<file path="src/rtl/pavana_xbar_pkg.sv">
// Shared definitions for the pavana crossbar family: default widths/depths,
// error-bit indices and a constant clog2 helper.
package pavana_xbar_pkg;

   localparam int DEF_NUM_SLAVES       = 4;
   localparam int DEF_SNUM_WIDTH       = 2;
   localparam int DEF_DATA_WIDTH       = 32;
   localparam int DEF_TAG_DEPTH_ORDER  = 2;
   localparam int DEF_RESP_DEPTH_ORDER = 1;

   localparam int ERR_RESP_OVF = 0;
   localparam int ERR_TAG_OVF  = 1;

   function automatic int clog2(input int value);
      int r;
      r = 0;
      for (int i = 0; i < 31; i++) begin
         if ((1 << i) < value) r = i + 1;
      end
      return r;
   endfunction

endpackage

</file>
<file path="src/rtl/pavana_sync_fifo.sv">
// Synchronous FIFO, 2^DEPTH_ORDER entries, async active-low reset.
// A push while full is taken only when a pop happens in the same cycle.
module pavana_sync_fifo #(
   parameter int WIDTH       = 32,
   parameter int DEPTH_ORDER = 1
) (
   input  logic                   clk_i,
   input  logic                   rst_i,
   input  logic                   push_i,
   input  logic                   pop_i,
   input  logic [WIDTH-1:0]       wdata_i,
   output logic [WIDTH-1:0]       rdata_o,
   output logic                   full_o,
   output logic                   empty_o,
   output logic [DEPTH_ORDER:0]   count_o
);

   localparam int DEPTH = 1 << DEPTH_ORDER;
   localparam logic [DEPTH_ORDER:0] DEPTH_CNT = (DEPTH_ORDER + 1)'(DEPTH);

   logic [WIDTH-1:0]       mem [DEPTH];
   logic [DEPTH_ORDER-1:0] wr_ptr;
   logic [DEPTH_ORDER-1:0] rd_ptr;
   logic [DEPTH_ORDER:0]   count;
   logic                   do_push;
   logic                   do_pop;

   assign do_pop  = pop_i && (count != '0);
   assign do_push = push_i && (!full_o || do_pop);

   always_ff @(posedge clk_i or negedge rst_i) begin
      if (!rst_i) begin
         wr_ptr <= '0;
         rd_ptr <= '0;
         count  <= '0;
      end else begin
         if (do_push) wr_ptr <= wr_ptr + 1'b1;
         if (do_pop)  rd_ptr <= rd_ptr + 1'b1;
         case ({do_push, do_pop})
            2'b10:   count <= count + 1'b1;
            2'b01:   count <= count - 1'b1;
            default: count <= count;
         endcase
      end
   end

   // Storage carries no reset; contents are only observed while count is non-zero.
   always_ff @(posedge clk_i) begin
      if (do_push) mem[wr_ptr] <= wdata_i;
   end

   assign rdata_o = mem[rd_ptr];
   assign full_o  = (count == DEPTH_CNT);
   assign empty_o = (count == '0);
   assign count_o = count;

endmodule

</file>
<file path="src/rtl/pavana_resp_sequencer_param.sv">
// In-order read-response sequencer for one pavana crossbar master port.
// Optional same-cycle bypass of the head slave's buffer: `define PAVANA_SEQ_BYPASS_EN.
module pavana_resp_sequencer_param
   import pavana_xbar_pkg::*;
#(
   parameter int NUM_SLAVES       = DEF_NUM_SLAVES,
   parameter int SNUM_WIDTH       = DEF_SNUM_WIDTH,
   parameter int DATA_WIDTH       = DEF_DATA_WIDTH,
   parameter int TAG_DEPTH_ORDER  = DEF_TAG_DEPTH_ORDER,
   parameter int RESP_DEPTH_ORDER = DEF_RESP_DEPTH_ORDER
) (
   input  logic                             clk_i,
   input  logic                             rst_i,
   input  logic                             tag_wr_i,
   input  logic [SNUM_WIDTH-1:0]            tag_snum_i,
   output logic                             tag_full_o,
   output logic                             tag_empty_o,
   output logic [TAG_DEPTH_ORDER:0]         outstanding_o,
   input  logic [NUM_SLAVES-1:0]            slv_resp_i,
   input  logic [NUM_SLAVES*DATA_WIDTH-1:0] slv_rdata_i,
   output logic                             mst_resp_o,
   output logic [DATA_WIDTH-1:0]            mst_rdata_o,
   output logic [1:0]                       err_o
);

   // Handshake: all strobes are single-cycle valids with no ready. The crossbar
   // must gate tag_wr_i with tag_full_o; the master always takes mst_resp_o.

   logic [SNUM_WIDTH-1:0]       head_snum;
   logic                        tag_pop;
   logic [NUM_SLAVES-1:0]       head_sel;
   logic [NUM_SLAVES-1:0]       buf_push;
   logic [NUM_SLAVES-1:0]       buf_pop;
   logic [NUM_SLAVES-1:0]       buf_full;
   logic [NUM_SLAVES-1:0]       buf_empty;
   logic [DATA_WIDTH-1:0]       buf_rdata [NUM_SLAVES];
   logic [RESP_DEPTH_ORDER:0]   buf_count_unused [NUM_SLAVES];
   logic [DATA_WIDTH-1:0]       head_data;
   logic                        head_ready;
   logic                        bypass;
   logic [DATA_WIDTH-1:0]       bypass_data;
   logic                        resp_ovf;
   logic                        tag_ovf;

   pavana_sync_fifo #(.WIDTH(SNUM_WIDTH), .DEPTH_ORDER(TAG_DEPTH_ORDER)) u_tag_fifo (
      .clk_i   (clk_i),
      .rst_i   (rst_i),
      .push_i  (tag_wr_i),
      .pop_i   (tag_pop),
      .wdata_i (tag_snum_i),
      .rdata_o (head_snum),
      .full_o  (tag_full_o),
      .empty_o (tag_empty_o),
      .count_o (outstanding_o)
   );

   for (genvar k = 0; k < NUM_SLAVES; k++) begin : g_resp_buf
      pavana_sync_fifo #(.WIDTH(DATA_WIDTH), .DEPTH_ORDER(RESP_DEPTH_ORDER)) u_resp_fifo (
         .clk_i   (clk_i),
         .rst_i   (rst_i),
         .push_i  (buf_push[k]),
         .pop_i   (buf_pop[k]),
         .wdata_i (slv_rdata_i[k*DATA_WIDTH +: DATA_WIDTH]),
         .rdata_o (buf_rdata[k]),
         .full_o  (buf_full[k]),
         .empty_o (buf_empty[k]),
         .count_o (buf_count_unused[k])
      );
   end

   // A head tag naming a slave beyond NUM_SLAVES selects nothing and stalls forever.
   always_comb begin
      head_sel  = '0;
      head_data = '0;
      for (int k = 0; k < NUM_SLAVES; k++) begin
         head_sel[k] = !tag_empty_o && (int'(head_snum) == k);
         if (head_sel[k]) head_data = buf_rdata[k];
      end
      buf_pop    = head_sel & ~buf_empty;
      head_ready = |buf_pop;
   end

`ifdef PAVANA_SEQ_BYPASS_EN
   always_comb begin
      bypass_data = '0;
      for (int k = 0; k < NUM_SLAVES; k++) begin
         if (head_sel[k]) bypass_data = slv_rdata_i[k*DATA_WIDTH +: DATA_WIDTH];
      end
      bypass = |(head_sel & buf_empty & slv_resp_i);
   end
`else
   assign bypass      = 1'b0;
   assign bypass_data = '0;
`endif

   assign tag_pop  = head_ready || bypass;
   assign buf_push = slv_resp_i & ~({NUM_SLAVES{bypass}} & head_sel);
   assign resp_ovf = |(buf_push & buf_full & ~buf_pop);
   assign tag_ovf  = tag_wr_i && tag_full_o && !tag_pop;

   always_ff @(posedge clk_i or negedge rst_i) begin
      if (!rst_i) begin
         mst_resp_o  <= 1'b0;
         mst_rdata_o <= '0;
         err_o       <= '0;
      end else begin
         mst_resp_o <= tag_pop;
         if (head_ready)  mst_rdata_o <= head_data;
         else if (bypass) mst_rdata_o <= bypass_data;
         if (resp_ovf) err_o[ERR_RESP_OVF] <= 1'b1;
         if (tag_ovf)  err_o[ERR_TAG_OVF]  <= 1'b1;
      end
   end

endmodule

</file>
<file path="config.mk">
export PLATFORM = sky130hd
export DESIGN_NAME = pavana_resp_sequencer_param
export DESIGN_NICKNAME = d
export VERILOG_FILES = /design/src/rtl/pavana_xbar_pkg.sv /design/src/rtl/pavana_sync_fifo.sv /design/src/rtl/pavana_resp_sequencer_param.sv
export SDC_FILE = /design/constraint.sdc
export NUM_CORES = 1
export LEC_CHECK = 0
export ABC_AREA = 1
export BUFFER_PORTS_ARGS = -buffer_cell sky130_fd_sc_hd__buf_2
export CORE_UTILIZATION = 35
export CTS_CLUSTER_DIAMETER = 40
export DETAILED_ROUTE_END_ITERATION = 10
export SYNTH_ARGS = -nofsm -noshare
export SYNTH_HDL_FRONTEND = slang
export SYNTH_SLANG_ARGS = --single-unit
</file>
<file path="constraint.sdc">
create_clock -name clk_i -period 6.1 [get_ports clk_i]
set_clock_uncertainty 0.1 [all_clocks]
set_input_delay 0.915 -clock clk_i [delete_from_list [all_inputs] [get_ports clk_i]]
set_output_delay 0.915 -clock clk_i [all_outputs]
set_load 0.05 [all_outputs]
</file>
==> results.json, run 1 <==
{
  "status": "completed",
  "fin_tns_setup_ns": 0,
  "power_frac_seq_pct": 38.6,
  "peakVddDrop_v": 0.000383,
  "period_share_pct": 63.2,
  "via_count": 7609,
  "end_kind": "flip-flop",
  "drv_slew": 0,
  "hold_class": "flip-flop to flip-flop",
  "syn_inst": 911,
  "yosys.area.top_type": "edfxtp_1",
  "clkTransAtPathRegs_ns": 0.05,
  "synth_edf_count": 264,
  "switchingPower_mw": 3.58,
  "dr.first_iter.drc_count": 423,
  "place_ws_ns": 2.17,
  "cts_tree": "built",
  "finalInstanceArea_sq_um": 15600,
  "fillers": 3358,
  "gp_congestion": 0.794,
  "syn_avg_cell_area_sq_um": 14.2,
  "cts_root_buf": "clkbuf_16",
  "grt-ovfl-total": 0,
  "arrival_ns": 4.14,
  "yosys-top-cells-count": "264 x edfxtp_1, 227 x nand2_1, 94 x mux2_2",
  "hold_viol": 0,
  "grt_pass1_wl_mm": 46.7,
  "dpl.hpwl_mm": 20.5,
  "htree_num_levels": 2,
  "ys_ff_latch": 322,
  "fin_util_pct": 42.9,
  "start_util_pct": 35.5,
  "ys.flop_type": "edfxtp_1",
  "clock.fmax_mhz": 259,
  "setup-violations-final": 0,
  "path_class": "flip-flop to flip-flop",
  "first_pass_iters": 4,
  "pwr-share-clk_pct": 25.1,
  "die_area_sq_um": 37700,
  "routed_wl_mm": 30.8,
  "p_int_mw": 5.60,
  "worstSetupStartpointType": "flip-flop",
  "cp.required_ns": 6.39,
  "yosys_warnings": 0,
  "worstPathMaxFanout": 38,
  "rows": 70,
  "fin_nets": 1242,
  "port_buffers": 176,
  "rsz0062_at_grt": "no",
  "grtUsageTotal_pct": 16.5,
  "post-route-min-period_ns": 3.86,
  "grt_start_max_net_pins": 59,
  "p_per_area_nw_per_um2": 587,
  "placed_area_sq_um": 14300,
  "worst_slack_ns": 2.24,
  "syn_to_final_growth_pct": 20.9,
  "combPwrFrac_pct": 36.3,
  "synthArstFlopShare_pct": 18.0,
  "p_sw_share_pct": 39.0,
  "p_leak_nw": 6.07,
  "ioPinCount": 177,
  "ant_nets": 0,
  "antenna_found_initial": 3,
  "max_cap_viol_count": 0,
  "synth_cell_types": 32,
  "detail_route.vias_per_cell": 4.76,
  "grt_pass1_vias": 7813,
  "synth_top_cells_by_area": "edfxtp_1 61%, dfrtp_1 11%, mux2_2 8.2%",
  "clkSinkCount": 322,
  "drc": 0,
  "route.detailed.wl_per_inst_microns": 19.3,
  "clk_path_buf_depth": 3,
  "slew_headroom_pct": 20.4,
  "chipHeight_microns": 194,
  "syn-num-nets": 1056,
  "syn_area_sq_um": 12900,
  "coreArea_sq_um": 36400,
  "multi_input_area_sq_um": 3250,
  "worst_hold_slack_ns": 0.383,
  "clk_latency_ns": 0.53,
  "cts_hold_buf": 0,
  "yosysTopAreaCellShare_pct": 61.3,
  "cts_setup_buffers": 0,
  "drive_gt1_share_pct": 35.2,
  "cts.repair.resized": 0,
  "die_w_microns": 194,
  "yosysSeqAreaShare_pct": 72.6,
  "synth_most_common_cell": "edfxtp_1",
  "ff_latch_area_sq_um": 9380,
  "tightest_slew_ns": 1.19,
  "cts_buffers": 42
}
-- critical path: stages (launching register included) --
cell,delay (ns)
dfrtp_1,0.40
inv_1,0.10
nand3_1,0.25
nand3_2,0.18
nor2_4,0.78
nand2_1,0.26
nand2_2,0.20
nor2_8,0.14
inv_6,0.28
ha_1,0.20
inv_1,0.06
fa_1,0.37
a21oi_1,0.14
o21ai_0,0.10
xor2_1,0.15
-- power groups by stage --
stage	clock network (mW)	registers (mW)	logic, mW
after floorplan	0	3.73	2.32
after global placement	0	3.58	3.33
after detailed placement	0	3.60	3.40
after CTS	2.35	3.57	3.41
after global routing	2.44	3.63	3.70
final	2.30	3.55	3.33
-- cells by family (layout without fill, tap and decap cells) --
kind of cell	count (synthesis)	count (layout)	synth area share (%)
xor+xnor	14	14	0.949
flops	322	322	72.6
mux	96	96	8.35
simple gates	337	337	11.6
buf+inv	78	297	2.76
fa+ha+maj	8	8	0.833
compound gates	56	56	2.89
other cells	0	2	0
-- sequential cells by signal, summed over array words and instances, names as in the netlist --
register	flops
err_o	2
g_resp_buf.u_resp_fifo.count_o	8
g_resp_buf.u_resp_fifo.mem	256
g_resp_buf.u_resp_fifo.rd_ptr	4
g_resp_buf.u_resp_fifo.wr_ptr	4
mst_rdata_o	32
mst_resp_o	1
u_tag_fifo.count_o	3
u_tag_fifo.mem	8
u_tag_fifo.rd_ptr	2
u_tag_fifo.wr_ptr	2
-- final cells by class --
type / count / area share (%)
clock inverter: 24 / 1.20
multi-input combinational: 511 / 20.8
tap: 468 / 3.75
antenna: 2 / 0.0320
sequential: 322 / 60.0
timing repair buffer: 180 / 5.84
inverter: 40 / 0.993
clock buffer: 53 / 7.32
-- path summary, 6_finish.rpt --
path / from / endpoint / slack (ns) / depth (start not counted)
max in group asynchronous: rst_i / g_resp_buf[1].u_resp_fifo.rd_ptr$_DFFE_PN0P_ / 4.89 / 1
min reg2reg: mst_rdata_o[26]$_DFFE_PN0N_ / mst_rdata_o[26]$_DFFE_PN0N_ / 0.38 / 2
max reg2reg: u_tag_fifo.count_o[0]$_DFFE_PN0P_ / u_tag_fifo.count_o[2]$_DFFE_PN0P_ / 2.24 / 14
min: mst_rdata_o[26]$_DFFE_PN0N_ / mst_rdata_o[26]$_DFFE_PN0N_ / 0.38 / 2
max: u_tag_fifo.count_o[0]$_DFFE_PN0P_ / u_tag_fifo.count_o[2]$_DFFE_PN0P_ / 2.24 / 14
min in group asynchronous: rst_i / mst_rdata_o[12]$_DFFE_PN0N_ / 0.40 / 1
-- per-stage QoR --
stage               cells  power, mW
floorplan             911       6.05
global placement     1521       6.92
detailed placement   1521       7.00
global route         1598       9.76
finish               1600       9.18
CTS                  1598       9.33
-- cell usage in the layout, fill, tap and decap left out, types with 5 or more instances in the layout --
cell type	netlist	final
edfxtp_1	264	264
nand2_1	227	227
buf_2	11	175
mux2_2	94	94
dfrtp_1	58	54
clkbuf_16	0	43
inv_1	37	36
o211ai_1	34	34
nand4_1	33	33
or2_2	32	32
nand3_1	15	15
o21ai_0	11	11
nor2_4	1	10
nor2_1	18	9
xor2_1	8	8
a21oi_1	7	7
ha_1	7	7
clkbuf_1	18	7
clkinv_2	0	7
xnor2_1	6	6
inv_6	1	5
buf_4	6	5
-- routing by layer --
metal,global-route usage [%],share of wire [%]
met2,27.4,48
met1,22.3,46
met3,2.96,4.0
met5,0,0
met4,4.12,1.8
Power figures use the tool's default switching activity.
==> run 2: changes to the inputs <==
- clock period: 6.1 -> 3.4 ns (I/O delays scaled with it)
==> run 2 against run 1 <==
Compared with the run above:
- wire length up 4.1%
- fmax is 33% higher
- setup slack got worse by 1.8 ns
- the flow now finishes with violations (negative hold slack)
- utilization grew 0.79 points
- clock-buffer cell count down 5
- critical path type unchanged
- critical endpoint is now g_resp_buf[3].u_resp_fifo.mem[0][5]$_DFFE_PP_
- largest power group is now combinational logic
==> results.json, run 2 (synthesis gave the netlist of run 1 again) <==
{
  "hold_viol": 14,
  "worst_hold_slack_ns": -0.0244,
  "r2r-end": "g_resp_buf[3].u_resp_fifo.mem[0][5]$_DFFE_PP_",
  "worstSetupStartpointType": "flip-flop",
  "reg_top3": "g_resp_buf.u_resp_fifo.mem x256, mst_rdata_o x32",
  "rsz0062_at_grt": "no",
  "hold_class": "input port to asynchronous set/reset pin",
  "clkSinkCount": 322,
  "final_cell_mix": "264 x edfxtp_1, 227 x nand2_1, 175 x buf_2, 94 x mux2_2, 54 x dfrtp_1",
  "ioPinCount": 177,
  "drc": 0,
  "cts_tree": "built",
  "die_area_sq_um": 37700,
  "worst_slack_ns": 0.493,
  "failed_checks": "negative hold slack",
  "antenna_found_initial": 6,
  "drive_gt1_share_pct": 36.4,
  "cp.required_ns": 3.47,
  "grt_pass1_vias": 7893,
  "setup-violations-final": 0,
  "path_class": "flip-flop to flip-flop",
  "p_per_area_nw_per_um2": 1090,
  "slowest_delay_ns": 0.46,
  "peakVddDrop_v": 0.000970,
  "cts_setup_buffers": 0,
  "tightest_slew_ns": 1.00,
  "period_share_pct": 85.5,
  "cts_hold_buf": 0,
  "worstPathMaxFanout": 35,
  "chipHeight_microns": 194,
  "detail_route.vias_per_cell": 4.81,
  "clkTransAtPathRegs_ns": 0.06,
  "slowest_stage": "buf_4",
  "grt_pass1_wl_mm": 48.7,
  "end_kind": "flip-flop",
  "clk_path_buf_depth": 3,
  "max_cap_viol_count": 0,
  "post-route-min-period_ns": 2.91,
  "dpl.hpwl_mm": 21.0,
  "largest_reg_flops": 256,
  "arrival_ns": 2.98,
  "port_buffers": 176,
  "fin_nets": 1257,
  "worst-r2r-setup-slack_ns": 0.49,
  "coreArea_sq_um": 36400,
  "fin_tns_setup_ns": 0,
  "status": "complete, but fails checks",
  "drv_slew": 0,
  "dr.first_iter.drc_count": 387,
  "start_util_pct": 35.5,
  "cp_cell_sequence": "inv_1 > nand3_1 > nand3_2 > nor2_4 > buf_4 > o21ai_0 > nor2_4 > buf_4",
  "cts_root_buf": "clkbuf_16",
  "grt-ovfl-total": 0,
  "fin_util_pct": 43.7,
  "htree_num_levels": 2,
  "r2r_cells": 8,
  "via_count": 7775,
  "syn_to_final_growth_pct": 23.2,
  "rows": 70,
  "fillers": 3292,
  "cts.repair.resized": 0,
  "ant_nets": 0,
  "slew_headroom_pct": 33.1,
  "gp_congestion": 0.766,
  "r2r_start": "u_tag_fifo.count_o[0]$_DFFE_PN0P_",
  "first_pass_iters": 5,
  "place_ws_ns": 0.493,
  "routed_wl_mm": 32.1,
  "route.detailed.wl_per_inst_microns": 19.8,
  "grtUsageTotal_pct": 17.3,
  "crit_path_start": "u_tag_fifo.count_o[0]$_DFFE_PN0P_",
  "layout_commonest_cell": "edfxtp_1",
  "clk_latency_ns": 0.54,
  "die_w_microns": 194,
  "crit_end": "g_resp_buf[3].u_resp_fifo.mem[0][5]$_DFFE_PP_",
  "clock.fmax_mhz": 344,
  "p_leak_nw": 6.21,
  "grt_start_max_net_pins": 59,
  "cts_buffers": 42,
  "top_register": "g_resp_buf.u_resp_fifo.mem"
}
[run 2: final cells by class]
| type | instances | area (sq um) | share of cell area [%] |
|---|---|---|---|
| Timing Repair Buffer | 195 | 1050 | 6.60 |
| Inverter | 40 | 155 | 0.975 |
| Sequential cell | 322 | 9380 | 59.0 |
| Clock inverter | 30 | 394 | 2.48 |
| Multi-Input combinational cell | 511 | 3250 | 20.4 |
| Antenna cell | 3 | 7.51 | 0.0472 |
| Tap cell | 468 | 586 | 3.68 |
| Clock buffer | 48 | 1080 | 6.81 |
[run 2: how the worst min path moves through the flow]
| stage | depth (start not counted) | to |
|---|---|---|
| after floorplan | 0 | err_o[0]$_DFFE_PN0P_ |
| after global placement | 2 | err_o[0]$_DFFE_PN0P_ |
| after detailed placement | 2 | mst_rdata_o[11]$_DFFE_PN0N_ |
| after CTS | 1 | g_resp_buf[0].u_resp_fifo.count_o[1]$_DFFE_PN0P_ |
| after global routing | 1 | g_resp_buf[2].u_resp_fifo.mem[0][25]$_DFFE_PP_ |
| final | 1 | u_tag_fifo.count_o[2]$_DFFE_PN0P_ |
[run 2: critical path: cells and delay by family, from the launching register on]
family	cells	cell delay (ns)
buffers and inverters	3	0.96
AND/OR/NAND/NOR	4	0.69
flip-flops	1	0.40
AO/OA/AOI/OAI	1	0.36
[run 2: metrics by stage]
stage	area, sq um	instances	total power [mW]
CTS	15900	1614	17.6
floorplan	12900	911	10.9
global route	15900	1615	18.4
finish	15900	1617	17.3
global placement	14400	1536	12.7
detailed placement	14400	1536	12.9
[run 2: power breakdown]
part / total, mW / switching, mW / internal, mW
Sequential: 6.25 / 0.649 / 5.60
Clock: 4.63 / 1.76 / 2.87
Combinational: 6.41 / 4.31 / 2.10
[run 2: routing by layer]
metal  wire length, microns  part of all wire [%]  global-route usage, %
met1                  14300                    45                   23.0
met2                  15200                    47                   28.2
met3                   1870                   5.8                   4.17
met4                    716                   2.2                   4.88
met5                     37                  0.12                      0
==> run 3: changes to the inputs <==
--- a/config.mk
+++ b/config.mk
@@ -8,2 +8,3 @@
 export ABC_AREA = 1
+export ABC_CLOCK_PERIOD_IN_PS = 3400
 export BUFFER_PORTS_ARGS = -buffer_cell sky130_fd_sc_hd__buf_2
==> constraint.sdc (replaced) <==
create_clock -name clk_i -period 3.4 [get_ports clk_i]
set_clock_uncertainty 0.1 [all_clocks]
set_input_delay 0.17 -clock clk_i [delete_from_list [all_inputs] [get_ports clk_i]]
set_output_delay 0.17 -clock clk_i [all_outputs]
set_load 0.05 [all_outputs]
==> run 3 against run 2 <==
Compared with the run above:
- die area did not move
- combinational power rose by 2%
- via count rose by 6.4%
- non-clock buffer count rose by 136
- sequential power barely moved
- fmax fell by 0.20%
- cell area rose by 8.5%
- the flow now finishes without violations
- largest power group unchanged
- register-to-register slack barely moved
==> results.json, run 3 (synthesis gave the netlist of run 1 again) <==
{
  "clkSinkCount": 322,
  "cts_tree": "built",
  "arrival_ns": 2.98,
  "reg_top3": "g_resp_buf.u_resp_fifo.mem x256, mst_rdata_o x32",
  "layout_commonest_cell": "edfxtp_1",
  "htree_num_levels": 2,
  "slowest_stage": "buf_4",
  "clkTransAtPathRegs_ns": 0.05,
  "path_buf_inv": 3,
  "chipHeight_microns": 194,
  "path_class": "flip-flop to flip-flop",
  "status": "completed",
  "routed_wl_mm": 33.1,
  "grt_pass1_vias": 8607,
  "power_mw": 17.5,
  "clock.fmax_mhz": 343,
  "fin_tns_setup_ns": 0,
  "antenna_found_initial": 1,
  "grt-ovfl-total": 0,
  "end_kind": "flip-flop",
  "top_register": "g_resp_buf.u_resp_fifo.mem",
  "post-route-min-period_ns": 2.91,
  "cp.required_ns": 3.47,
  "r2r-end": "g_resp_buf[3].u_resp_fifo.mem[0][6]$_DFFE_PP_",
  "cts_buffers": 42,
  "crit_path_start": "u_tag_fifo.count_o[0]$_DFFE_PN0P_",
  "fin_cells": 1752,
  "r2r_start": "u_tag_fifo.count_o[0]$_DFFE_PN0P_",
  "slew_headroom_pct": 32.5,
  "grt_pass1_wl_mm": 50.9,
  "grt_start_max_net_pins": 59,
  "largest_reg_flops": 256,
  "port_buffers": 176,
  "worstSetupStartpointType": "flip-flop",
  "rows": 70,
  "drc": 0,
  "worst_hold_slack_ns": 0.193,
  "max_cap_viol_count": 0,
  "syn_to_final_growth_pct": 33.7,
  "die_area_sq_um": 37700,
  "hold_viol": 0,
  "p_per_area_nw_per_um2": 1010,
  "gp_congestion": 0.766,
  "period_share_pct": 85.7,
  "cp_cell_sequence": "inv_1 > nand3_1 > nand3_2 > nor2_4 > buf_4 > o21ai_0 > nor2_4 > buf_4",
  "dpl.hpwl_mm": 21.0,
  "ant_nets": 0,
  "fin_nets": 1393,
  "ioPinCount": 177,
  "first_pass_iters": 5,
  "fillers": 3209,
  "post-place-cells": 1536,
  "setup-violations-final": 0,
  "drv_slew": 0,
  "slowest_delay_ns": 0.47,
  "cp.depth": 8,
  "ff_latch_area_sq_um": 9380,
  "dr.first_iter.drc_count": 365,
  "start_util_pct": 35.5,
  "grtUsageTotal_pct": 17.8,
  "finalInstanceArea_sq_um": 17300,
  "clk_path_buf_depth": 3,
  "peakVddDrop_v": 0.000974,
  "drive_gt1_share_pct": 32.5,
  "critical-path-top-delay-family": "buffers and inverters",
  "clk_latency_ns": 0.54,
  "worst-r2r-setup-slack_ns": 0.49,
  "final_cell_mix": "264 x edfxtp_1, 227 x nand2_1, 175 x buf_2, 136 x dlygate4sd3_1, 94 x mux2_2",
  "cts_setup_buffers": 0,
  "via_count": 8276,
  "worstPathMaxFanout": 35,
  "hold_class": "input port to asynchronous set/reset pin",
  "rsz0062_at_grt": "no",
  "tightest_slew_ns": 1.01,
  "multi_input_area_sq_um": 3250,
  "detail_route.vias_per_cell": 4.72,
  "route.detailed.wl_per_inst_microns": 18.9,
  "p_leak_nw": 6.78,
  "placed_area_sq_um": 14400,
  "r2r_cells": 8,
  "crit_end": "g_resp_buf[3].u_resp_fifo.mem[0][6]$_DFFE_PP_",
  "coreArea_sq_um": 36400,
  "cts_root_buf": "clkbuf_16",
  "die_w_microns": 194
}
## run 3: changes by cell type in the layout (fill, tap and decap cells not counted), sizes merged
cell and delta:
diode -1, dlygate4sd3 +136
## run 3: how the worst min path moves through the flow
| stage | endpoint | slack [ns] | depth (start not counted) | from |
|---|---|---|---|---|
| after floorplan | err_o[0]$_DFFE_PN0P_ | -0.23 | 0 | rst_i |
| after global routing | g_resp_buf[1].u_resp_fifo.mem[0][15]$_DFFE_PP_ | 0.24 | 2 | slv_rdata_i[47] |
| after detailed placement | g_resp_buf[1].u_resp_fifo.mem[1][22]$_DFFE_PP_ | 0.26 | 1 | slv_rdata_i[54] |
| after CTS | g_resp_buf[1].u_resp_fifo.mem[0][15]$_DFFE_PP_ | 0.22 | 2 | slv_rdata_i[47] |
| final | u_tag_fifo.count_o[2]$_DFFE_PN0P_ | 0.19 | 2 | rst_i |
| after global placement | u_tag_fifo.count_o[2]$_DFFE_PN0P_ | 0.25 | 1 | rst_i |
## run 3: metal layers
layer  up-vias  wire length (microns)  GRT usage [%]
met3        55                   1570           3.29
met4         0                    693           4.88
met5         -                      0              0
li1       3945                      -              -
met2       210                  15900           29.9
met1      4066                  14900           23.7
## run 3: timing repair
action | in CTS | in global routing
resized for setup | 0 | 0
hold buffers | 136 | 0
hold endpoints to repair | 340 | 0
## run 3: final cells by class
cell class	count	area share, %
Clock inverter	30	2.28
Antenna cell	2	0.0290
Tap cell	468	3.39
Sequential cell	322	54.3
Multi-Input combinational cell	511	18.8
Inverter	40	0.898
Clock buffer	48	6.27
Timing Repair Buffer	331	14.0
## run 3: stage by stage
step                util [%]  worst slack, ns
finish                  47.4            0.487
global route            47.4            0.304
CTS                     47.4            0.474
detailed placement      39.6            0.493
global placement        39.6            0.584
floorplan                  -          -0.0526
## run 3: worst reg2reg max path, delay by kind of cell, from the launching register on
kind / cells / cell delay [ns]
flops: 1 / 0.39
buf+inv: 3 / 0.98
compound gates: 1 / 0.37
simple gates: 4 / 0.70
## run 3: where the power goes
part / switching (mW) / total (mW) / leakage (nW) / internal (mW)
Clock: 1.76 / 4.63 / 0.706 / 2.87
Combinational: 4.37 / 6.57 / 2.92 / 2.20
Sequential: 0.655 / 6.25 / 3.15 / 5.60
